File: src/rtl/blake2_feed_pkg.sv
// Shared constants, FSM encodings and the job descriptor for the blake2 message feeder.
// Pure declarations: no latency, no backpressure.
package blake2_feed_pkg;

  localparam int BLOCK_BYTES = 64;
  localparam int IDX_W       = 7;
  localparam int LL_W        = 128;
  localparam int CNT_W       = 64;
  localparam int KN_W        = 7;
  localparam int BI_W        = 6;

  localparam logic [BI_W-1:0] LAST_IDX = BI_W'(BLOCK_BYTES - 1);

  localparam logic [2:0] ST_IDLE      = 3'd0;
  localparam logic [2:0] ST_KEY       = 3'd1;
  localparam logic [2:0] ST_KEY_PAD   = 3'd2;
  localparam logic [2:0] ST_MSG       = 3'd3;
  localparam logic [2:0] ST_PAD       = 3'd4;
  localparam logic [2:0] ST_DONE_WAIT = 3'd5;
  localparam logic [2:0] ST_COLLECT   = 3'd6;

  typedef struct packed {
    logic [KN_W-1:0] kk;
    logic [KN_W-1:0] nn;
    logic            empty;
    logic            slow;
  } job_t;

endpackage

File: src/rtl/blake2_hash_collect.sv
// Turns the core's early/decimated hash-valid strobes into a clean nn-byte digest stream.
// Latency: out_v_o one cycle after the sampled h_v cycle. Backpressure: none, output is fire-and-forget.
module blake2_hash_collect
  import blake2_feed_pkg::*;
(
  input  logic            clk,
  input  logic            nreset,
  input  logic            en_i,
  input  logic            slow_i,
  input  logic [KN_W-1:0] nn_i,
  input  logic            h_v_i,
  input  logic [7:0]      h_i,
  output logic            out_v_o,
  output logic [7:0]      out_data_o,
  output logic            out_last_o
);

  logic [1:0]      skip_q, skip_d;
  logic            phase_q, phase_d;
  logic [KN_W-1:0] cnt_q, cnt_d;
  logic            take;
  logic [1:0]      skip_n;
  logic            out_v_q;
  logic [7:0]      out_data_q;
  logic            out_last_q;

  // The core raises h_v before the digest is real: one junk cycle, or one junk pair in slow mode.
  assign skip_n = slow_i ? 2'd2 : 2'd1;

  always_comb begin
    skip_d  = skip_q;
    phase_d = phase_q;
    cnt_d   = cnt_q;
    take    = 1'b0;
    if (!en_i) begin
      skip_d  = '0;
      phase_d = 1'b0;
      cnt_d   = '0;
    end else if (h_v_i) begin
      if (skip_q != skip_n) begin
        skip_d = skip_q + 2'd1;
      end else if (cnt_q != nn_i) begin
        take    = !slow_i || phase_q;
        phase_d = slow_i && !phase_q;
        if (take) cnt_d = cnt_q + KN_W'(1);
      end
    end
  end

  always_ff @(posedge clk) begin
    if (!nreset) begin
      skip_q     <= '0;
      phase_q    <= 1'b0;
      cnt_q      <= '0;
      out_v_q    <= 1'b0;
      out_data_q <= 8'h00;
      out_last_q <= 1'b0;
    end else begin
      skip_q     <= skip_d;
      phase_q    <= phase_d;
      cnt_q      <= cnt_d;
      out_v_q    <= take;
      out_last_q <= take && (cnt_q == nn_i - KN_W'(1));
      if (take) out_data_q <= h_i;
    end
  end

  assign out_v_o    = out_v_q;
  assign out_data_o = out_data_q;
  assign out_last_o = out_v_q && out_last_q;

endmodule

File: src/rtl/blake2_msg_feeder.sv
// Splits a key+message byte stream into zero-padded 64-byte blake2 core blocks and gathers the digest; keyed mode under BLAKE2_FEED_KEY_EN.
// Latency: each block is buffered whole before issue so first/last/ll are known on byte 0; digest byte 1 cycle after sampling.
// Backpressure: in_ready_o follows core_ready_i and stalls while a buffered block drains; digest output cannot be stalled.
module blake2_msg_feeder
  import blake2_feed_pkg::*;
(
  input  logic             clk,
  input  logic             nreset,
  input  logic             cmd_v_i,
  output logic             cmd_ready_o,
  input  logic [KN_W-1:0]  cmd_kk_i,
  input  logic [KN_W-1:0]  cmd_nn_i,
  input  logic             cmd_empty_i,
  input  logic             cmd_slow_i,
  input  logic             in_v_i,
  output logic             in_ready_o,
  input  logic [7:0]       in_data_i,
  input  logic             in_last_i,
  input  logic             core_ready_i,
  output logic             core_data_v_o,
  output logic [IDX_W-1:0] core_data_idx_o,
  output logic [7:0]       core_data_o,
  output logic             core_first_o,
  output logic             core_last_o,
  output logic [LL_W-1:0]  core_ll_o,
  output logic [KN_W-1:0]  core_kk_o,
  output logic [KN_W-1:0]  core_nn_o,
  output logic             core_slow_o,
  input  logic             core_h_v_i,
  input  logic [7:0]       core_h_i,
  output logic             out_v_o,
  output logic [7:0]       out_data_o,
  output logic             out_last_o,
  output logic             busy_o
);

  logic [2:0]       state_q, state_d;
  job_t             job_q, job_d;
  logic [BI_W-1:0]  wr_idx_q, wr_idx_d;
  logic [BI_W-1:0]  rd_idx_q;
  logic [CNT_W-1:0] msg_cnt_q, msg_cnt_d;
  logic [CNT_W-1:0] ll_q;
  logic [CNT_W-1:0] key_off;
  logic             blk_first_q, blk_first_d;
  logic             emit_q, emit_first_q, emit_last_q;
  logic [7:0]       buf_q [BLOCK_BYTES];
  logic             wr_en;
  logic [7:0]       wr_dat;
  logic             launch, launch_last;
  logic             in_fire, cmd_fire, pad_state, collect_en;
  logic [KN_W-1:0]  cmd_kk_eff;

`ifdef BLAKE2_FEED_KEY_EN
  assign cmd_kk_eff = cmd_kk_i;
`else
  logic [KN_W-1:0] unused_kk;
  assign unused_kk  = cmd_kk_i;
  assign cmd_kk_eff = '0;
`endif

  assign cmd_ready_o = (state_q == ST_IDLE);
  assign busy_o      = !cmd_ready_o;
  assign cmd_fire    = cmd_v_i && cmd_ready_o;
  assign in_ready_o  = core_ready_i && !emit_q && (state_q == ST_KEY || state_q == ST_MSG);
  assign in_fire     = in_v_i && in_ready_o;
  assign pad_state   = (state_q == ST_PAD) || (state_q == ST_KEY_PAD);
  assign key_off     = (job_q.kk != '0) ? CNT_W'(BLOCK_BYTES) : '0;

  // Assembly side: fills the block buffer; a block is launched to the core once its byte 63 is written.
  always_comb begin
    state_d     = state_q;
    job_d       = job_q;
    wr_idx_d    = wr_idx_q;
    msg_cnt_d   = msg_cnt_q;
    blk_first_d = blk_first_q;
    wr_en       = 1'b0;
    wr_dat      = pad_state ? 8'h00 : in_data_i;
    launch      = 1'b0;
    launch_last = 1'b0;
    case (state_q)
      ST_IDLE: begin
        if (cmd_v_i) begin
          job_d.kk    = cmd_kk_eff;
          job_d.nn    = cmd_nn_i;
          job_d.empty = cmd_empty_i;
          job_d.slow  = cmd_slow_i;
          wr_idx_d    = '0;
          msg_cnt_d   = '0;
          blk_first_d = 1'b1;
          if (cmd_kk_eff != '0) state_d = ST_KEY;
          else if (cmd_empty_i) state_d = ST_PAD;
          else state_d = ST_MSG;
        end
      end
`ifdef BLAKE2_FEED_KEY_EN
      ST_KEY: begin
        if (in_fire) begin
          wr_en    = 1'b1;
          wr_idx_d = wr_idx_q + BI_W'(1);
          if (wr_idx_q == BI_W'(job_q.kk - KN_W'(1))) begin
            if (wr_idx_q == LAST_IDX) begin
              launch      = 1'b1;
              launch_last = job_q.empty;
              state_d     = job_q.empty ? ST_DONE_WAIT : ST_MSG;
            end else begin
              state_d = ST_KEY_PAD;
            end
          end
        end
      end
      ST_KEY_PAD: begin
        if (!emit_q) begin
          wr_en    = 1'b1;
          wr_idx_d = wr_idx_q + BI_W'(1);
          if (wr_idx_q == LAST_IDX) begin
            launch      = 1'b1;
            launch_last = job_q.empty;
            state_d     = job_q.empty ? ST_DONE_WAIT : ST_MSG;
          end
        end
      end
`endif
      ST_MSG: begin
        if (in_fire) begin
          wr_en     = 1'b1;
          wr_idx_d  = wr_idx_q + BI_W'(1);
          msg_cnt_d = msg_cnt_q + CNT_W'(1);
          if (wr_idx_q == LAST_IDX) begin
            launch      = 1'b1;
            launch_last = in_last_i;
            state_d     = in_last_i ? ST_DONE_WAIT : ST_MSG;
          end else if (in_last_i) begin
            state_d = ST_PAD;
          end
        end
      end
      ST_PAD: begin
        if (!emit_q) begin
          wr_en    = 1'b1;
          wr_idx_d = wr_idx_q + BI_W'(1);
          if (wr_idx_q == LAST_IDX) begin
            launch      = 1'b1;
            launch_last = 1'b1;
            state_d     = ST_DONE_WAIT;
          end
        end
      end
      ST_DONE_WAIT: begin
        if (core_h_v_i) state_d = ST_COLLECT;
      end
      ST_COLLECT: begin
        if (out_v_o && out_last_o) state_d = ST_IDLE;
      end
      default: state_d = ST_IDLE;
    endcase
    if (launch) blk_first_d = 1'b0;
  end

  always_ff @(posedge clk) begin
    if (wr_en) buf_q[wr_idx_q] <= wr_dat;
  end

  always_ff @(posedge clk) begin
    if (!nreset) begin
      state_q      <= ST_IDLE;
      job_q        <= '0;
      wr_idx_q     <= '0;
      msg_cnt_q    <= '0;
      blk_first_q  <= 1'b0;
      emit_q       <= 1'b0;
      rd_idx_q     <= '0;
      emit_first_q <= 1'b0;
      emit_last_q  <= 1'b0;
      ll_q         <= '0;
    end else begin
      state_q     <= state_d;
      job_q       <= job_d;
      wr_idx_q    <= wr_idx_d;
      msg_cnt_q   <= msg_cnt_d;
      blk_first_q <= blk_first_d;
      if (cmd_fire) begin
        ll_q <= '0;
      end else if (launch) begin
        ll_q <= msg_cnt_d + key_off;
      end
      // Issue side: drains the launched block one byte per ready cycle.
      if (launch) begin
        emit_q       <= 1'b1;
        rd_idx_q     <= '0;
        emit_first_q <= blk_first_q;
        emit_last_q  <= launch_last;
      end else if (emit_q && core_ready_i) begin
        rd_idx_q <= rd_idx_q + BI_W'(1);
        if (rd_idx_q == LAST_IDX) emit_q <= 1'b0;
      end
    end
  end

  assign core_data_v_o   = emit_q && core_ready_i;
  assign core_data_idx_o = {{(IDX_W-BI_W){1'b0}}, rd_idx_q};
  assign core_data_o     = emit_q ? buf_q[rd_idx_q] : 8'h00;
  assign core_first_o    = emit_q && emit_first_q;
  assign core_last_o     = emit_q && emit_last_q;
  assign core_ll_o       = {{(LL_W-CNT_W){1'b0}}, ll_q};
  assign core_kk_o       = job_q.kk;
  assign core_nn_o       = job_q.nn;
  assign core_slow_o     = job_q.slow;

  assign collect_en = (state_q == ST_DONE_WAIT) || (state_q == ST_COLLECT);

  blake2_hash_collect u_collect (
    .clk        (clk),
    .nreset     (nreset),
    .en_i       (collect_en),
    .slow_i     (job_q.slow),
    .nn_i       (job_q.nn),
    .h_v_i      (core_h_v_i),
    .h_i        (core_h_i),
    .out_v_o    (out_v_o),
    .out_data_o (out_data_o),
    .out_last_o (out_last_o)
  );

endmodule

File: config.mk
export PLATFORM = sky130hd
export DESIGN_NAME = blake2_msg_feeder
export DESIGN_NICKNAME = d
export VERILOG_FILES = /design/src/rtl/blake2_feed_pkg.sv /design/src/rtl/blake2_hash_collect.sv /design/src/rtl/blake2_msg_feeder.sv
export SDC_FILE = /design/constraint.sdc
export NUM_CORES = 1
export LEC_CHECK = 0
export BUFFER_PORTS_ARGS = -buffer_cell sky130_fd_sc_hd__buf_4
export CAP_MARGIN = 20
export CORE_MARGIN = 2
export CORE_UTILIZATION = 40
export CTS_CLUSTER_DIAMETER = 30
export CTS_CLUSTER_SIZE = 28
export DETAILED_ROUTE_END_ITERATION = 16
export PLACE_DENSITY_LB_ADDON = 0.08
export SYNTH_ARGS = -nofsm -noshare
export SYNTH_HDL_FRONTEND = slang
export SYNTH_SLANG_ARGS = --single-unit
export TNS_END_PERCENT = 20
File: constraint.sdc
create_clock -name clk -period 3.3 [get_ports clk]
set_input_delay 0.825 -clock clk [delete_from_list [all_inputs] [get_ports clk]]
set_output_delay 0.825 -clock clk [all_outputs]
set_load 0.03 [all_outputs]
Word level (Yosys, flattened, before mapping). Memories as Yosys holds them, arrays and structs flattened. A register that Yosys moved wholly into a read port is not among the register bits. Cells that the tools add are included.

Flip-flop bits (word level): 175. Bits in writable memories: 512. Input port bits: 39. Logic and storage cells: 119. Memories kept: 1.

Memories: buf_q (depth 64, width 8, read ports 1, clocked after Yosys merged registers in 1, write ports 1, line blake2_msg_feeder.sv:46) `logic [7:0] buf_q [BLOCK_BYTES];`.

Add/subtract/negate cells: 6. Equality and inequality tests: 18. Muxes and demuxes: 42. Bitwise operators: 2. Reduce and logical (&&, ||, !) cells: 33.

Operators by type and width (count): 2-to-1 mux 64 bit (2); one-hot mux 64 bit (2 select lines) (1); adder 64 x 1 -> 64 bit (second input constant) (1); 2-to-1 mux 3 bit (10); 2-to-1 mux 6 bit (5); one-hot mux 6 bit (3 select lines) (1); 2-to-1 mux 1 bit (16); 2-to-1 mux 8 bit (2); one-hot mux 3 bit (5 select lines) (1); adder 6 x 1 -> 6 bit (second input constant) (2); == test 6 bit (second input constant) (2); logical AND 1 bit (11); != test 2 bit (second input constant) (5); == test 3 bit (second input constant) (3); AND reduction 2 bit (4); AND reduction 4 bit (2); adder 7 x 1 -> 7 bit (second input constant) (1); == test 7 bit (1); != test 7 bit (1); AND reduction 7 bit (1); subtractor 7 x 1 -> 7 bit (second input constant) (1); == test 3 x 2 -> 1 bit (second input constant) (2); one-hot mux 1 bit (2 select lines) (3); logical NOT 1 bit (4); other kinds (13) (19).

Logic depth before layout (Yosys ltp).
Word-level depth: 8. Mapped depth: 10.

By module. Synthesis repeated with hierarchy kept, for this count alone.

Cell total of the unflattened synthesis: 2135. Area total of the unflattened synthesis: 29652.2 sq um.

Modules (own cells, without submodules): blake2_msg_feeder (instances 1, cells an instance 1994, area each 28424.8 sq um, sequential area each 18597.8 sq um); blake2_hash_collect (instances 1, cells an instance 141, area each 1227.4 sq um, sequential area each 400.4 sq um).

Worst setup path before layout. Ideal clock, no wire load.

Kind: flip-flop to output port. Start point: reg with a tool-made name. End point: out core_data_o[2]. Arrival: 2552 ps. Data required time: 2475 ps. Slack: -77 ps. Stages on the path, launching flop included: 10. Cell sequence: dfxtp_1 > buf_2 > buf_2 > buf_2 > buf_2 > mux4_2 > mux2i_1 > a22oi_1 > nand2_1 > o21ai_0.

RTL lines: end, declared (line blake2_msg_feeder.sv:22) `output logic [7:0] core_data_o,`.

==> flow_metrics.py <==
metrics = {
    "synth": {
        "yosys_warnings": 0,
        "synth_edf_count": 512,
        "yosys.area.top_type": "edfxtp_1",
        "ys.flop_type": "edfxtp_1",
        "synth_top_area_frac": 0.523,
        "ys_async_sr_fraction": 0,
        "synthTopCellsByArea": "edfxtp_1, dfxtp_1, mux4_2",
        "yosysMostFrequentCell": "edfxtp_1",
        "synthTopCellsByCount": "edfxtp_1, nor2_1, dfxtp_1",
        "ys_ff_latch": 693,
        "syn_inst": 2114,
        "yosys.cell_types.count": 77,
        "synth_sequential_area_ratio": 0.646,
        "avgSynthCellArea_um2": 13.9,
        "syn_area_um2": 29400,
    },
    "setup_path": {
        "crit_required_ns": 2.47,
        "cp-start-kind": "register",
        "rrSetupSlack_ns": 0.54,
        "crit_path_end_kind": "output port",
        "arrival_ns": 3.04,
        "cp_max_fo": 12,
        "crit_type": "reg2out",
    },
    "routing": {
        "viasPerCell": 5.41,
        "wirelength_um": 82900,
        "vias": 19200,
        "firstDrtPassIters": 5,
        "wl_per_cell_um": 23.4,
        "drc": 0,
        "drtIter0Drc": 1551,
        "postRouteAntennaNets": 0,
    },
    "finish": {
        "fillers": 6237,
        "antennaDiodeCount": 0,
        "area_growth_pct": 29.1,
        "seq_area_um2": 19000,
        "final_core_util": 0.521,
        "drive_gt1_frac": 0.301,
        "fin_nets": 2505,
        "multiInputGateArea_um2": 9700,
    },
    "floorplan": {
        "row_count": 99,
        "initial_core_util": 0.404,
        "dieHeight_um": 275,
        "die_x_um": 275,
        "core_area_um2": 72800,
        "dieArea_um2": 75700,
        "design.portCount": 213,
    },
    "sta": {
        "worst_slew_pin_slew_ns": 0.881,
        "period_needed_ns": 3.87,
        "hold_slack_ns": 0.369,
        "slew_viol_final": 0,
        "period_share": 1.17,
        "clock_skew_ns": 0.0214,
        "hold_viol": 0,
        "slew_headroom": 0.405,
        "tns_ns": -3.94,
        "timing.fmax_mhz": 259,
        "setup-violations-final": 8,
        "rsz0062_at_grt": "true",
        "fin_ws_ns": -0.566,
    },
    "placed_design": {
        "gp_congestion": 0.940,
        "preCtsSetupSlack_ns": 0.0610,
        "portBuffers": 133,
        "place_hpwl_um": 55400,
    },
    "global_route": {
        "antenna_found_initial": 0,
        "grt_usage": 0.220,
        "grt_overflow_total": 0,
        "grt_pass1_vias": 19300,
        "grt_max_degree": 65,
        "grt_first_pass_wirelength_um": 123000,
    },
    "power_and_ir_drop": {
        "p_per_area_nw_per_um2": 731,
        "leakagePower_uw": 0.0131,
        "ir_drop_v": 0.000436,
    },
    "clock_network": {
        "clock_sinks": 693,
        "cts-root-buf": "clkbuf_16",
        "cts_tree": "yes",
        "htree_num_levels": 4,
        "clk_latency_ns": 0.71,
        "clk_pin_slew_ns": 0.05,
        "postCtsHoldBufs": 0,
        "cts_buffer_depth": 3,
        "cts_buffers": 148,
    },
    "hold_path": {
        "hold_class": "in2reg",
    },
    "outcome": {
        "status": "finished with violations",
        "violations": "setup timing",
    },
    "flow_run": {
        "cap_viol_max_count": 0,
    },
}
-- critical path, stage by stage (launching register included) --
cell      delay (ns)
dfxtp_4         0.35
buf_4           0.18
buf_12          0.18
mux4_2          0.50
mux2_2          0.31
o211ai_1        0.36
nand3_1         0.21
buf_4           0.22
-- logic make-up (layout without fill, tap and decap cells) --
family,Yosys count,in the layout,synth area share
compound gates,332,332,0.0691
simple gates,656,656,0.113
other cells,1,72,0.000128
buf+inv,211,609,0.0383
fa+ha+maj,5,5,0.00213
flops,693,693,0.646
mux,184,184,0.122
xor+xnor,32,32,0.00953
-- metrics by stage --
stage | std cells | area [um2] | total power, uW
after floorplan | 2185 | 29700 | 11600
after global placement | 3255 | 32400 | 12500
after detailed placement | 3255 | 32400 | 12600
after CTS | 3534 | 37800 | 28000
after global routing | 3542 | 38000 | 28600
final | 3542 | 38000 | 27700
-- cell type report --
cell class / instances / area share
sequential: 693 / 0.501
multi-input combinational: 1281 / 0.256
clock buffer: 166 / 0.101
timing repair buffer: 322 / 0.0722
clock inverter: 106 / 0.0373
tap: 959 / 0.0316
inverter: 15 / 0.00148
-- state kept, by name, summed over array words and instances (netlist names), named ones only --
signal and cells:
u_collect.skip_q 2, u_collect.out_data_o 8, core_nn_o 7, state_q 3, buf_q 512, msg_cnt_q 64, emit_q 1, rd_idx_q 6
emit_first_q 1, ll_q 64, emit_last_q 1, u_collect.phase_q 1, u_collect.cnt_q 7, core_slow_o 1, u_collect.out_last_q 1, wr_idx_q 6
blk_first_q 1, u_collect.out_v_o 1
-- power by group --
| group | switching (uW) | internal (uW) |
|---|---|---|
| registers | 82.9 | 10100 |
| logic | 1670 | 572 |
| clock network | 4850 | 10500 |
| total | 6600 | 21100 |
-- placed cells by master (no fill, tap or decap), types with 23 or more instances in the layout --
cell	synthesis	layout
nand3_1	43	43
nor3_1	39	39
a31oi_1	29	29
xor2_1	23	23
edfxtp_1	512	512
clkinv_2	0	30
buf_4	78	295
clkbuf_16	0	150
conb_1	1	72
and2_1	38	38
mux4_2	138	138
dfxtp_1	181	177
bufinv_16	0	27
a21oi_1	97	91
nor4_1	24	24
nand4_1	49	49
mux2i_1	36	34
o21ai_0	86	83
nand2_1	130	128
nor2_1	211	208
-- routing by layer --
metal,global-route usage,wire [um]
met5,0,0
met4,0.0848,2630
met3,0.0387,3860
met2,0.374,41900
met1,0.282,34600
-- repair_timing --
action                     4_1_cts  5_1_grt
pin swaps                        1        1
setup endpoints to repair        8        8
gates resized for setup         17       13
buffers inserted                 6        7
gates cloned                     1        1
-- final timing paths --
path                             start                                    to  cells past startpoint
max                           register                        core_data_o[3]                      7
max reg2reg    msg_cnt_q[7]$_SDFF_PN0_                 ll_q[63]$_SDFFE_PP0P_                      7
min                        core_h_i[5]  u_collect.out_data_o[5]$_SDFFE_PN0P_                      3
min reg2reg  emit_first_q$_SDFFE_PN0P_             emit_first_q$_SDFFE_PN0P_                      2
Note: power is estimated with default switching activity, not from simulation.
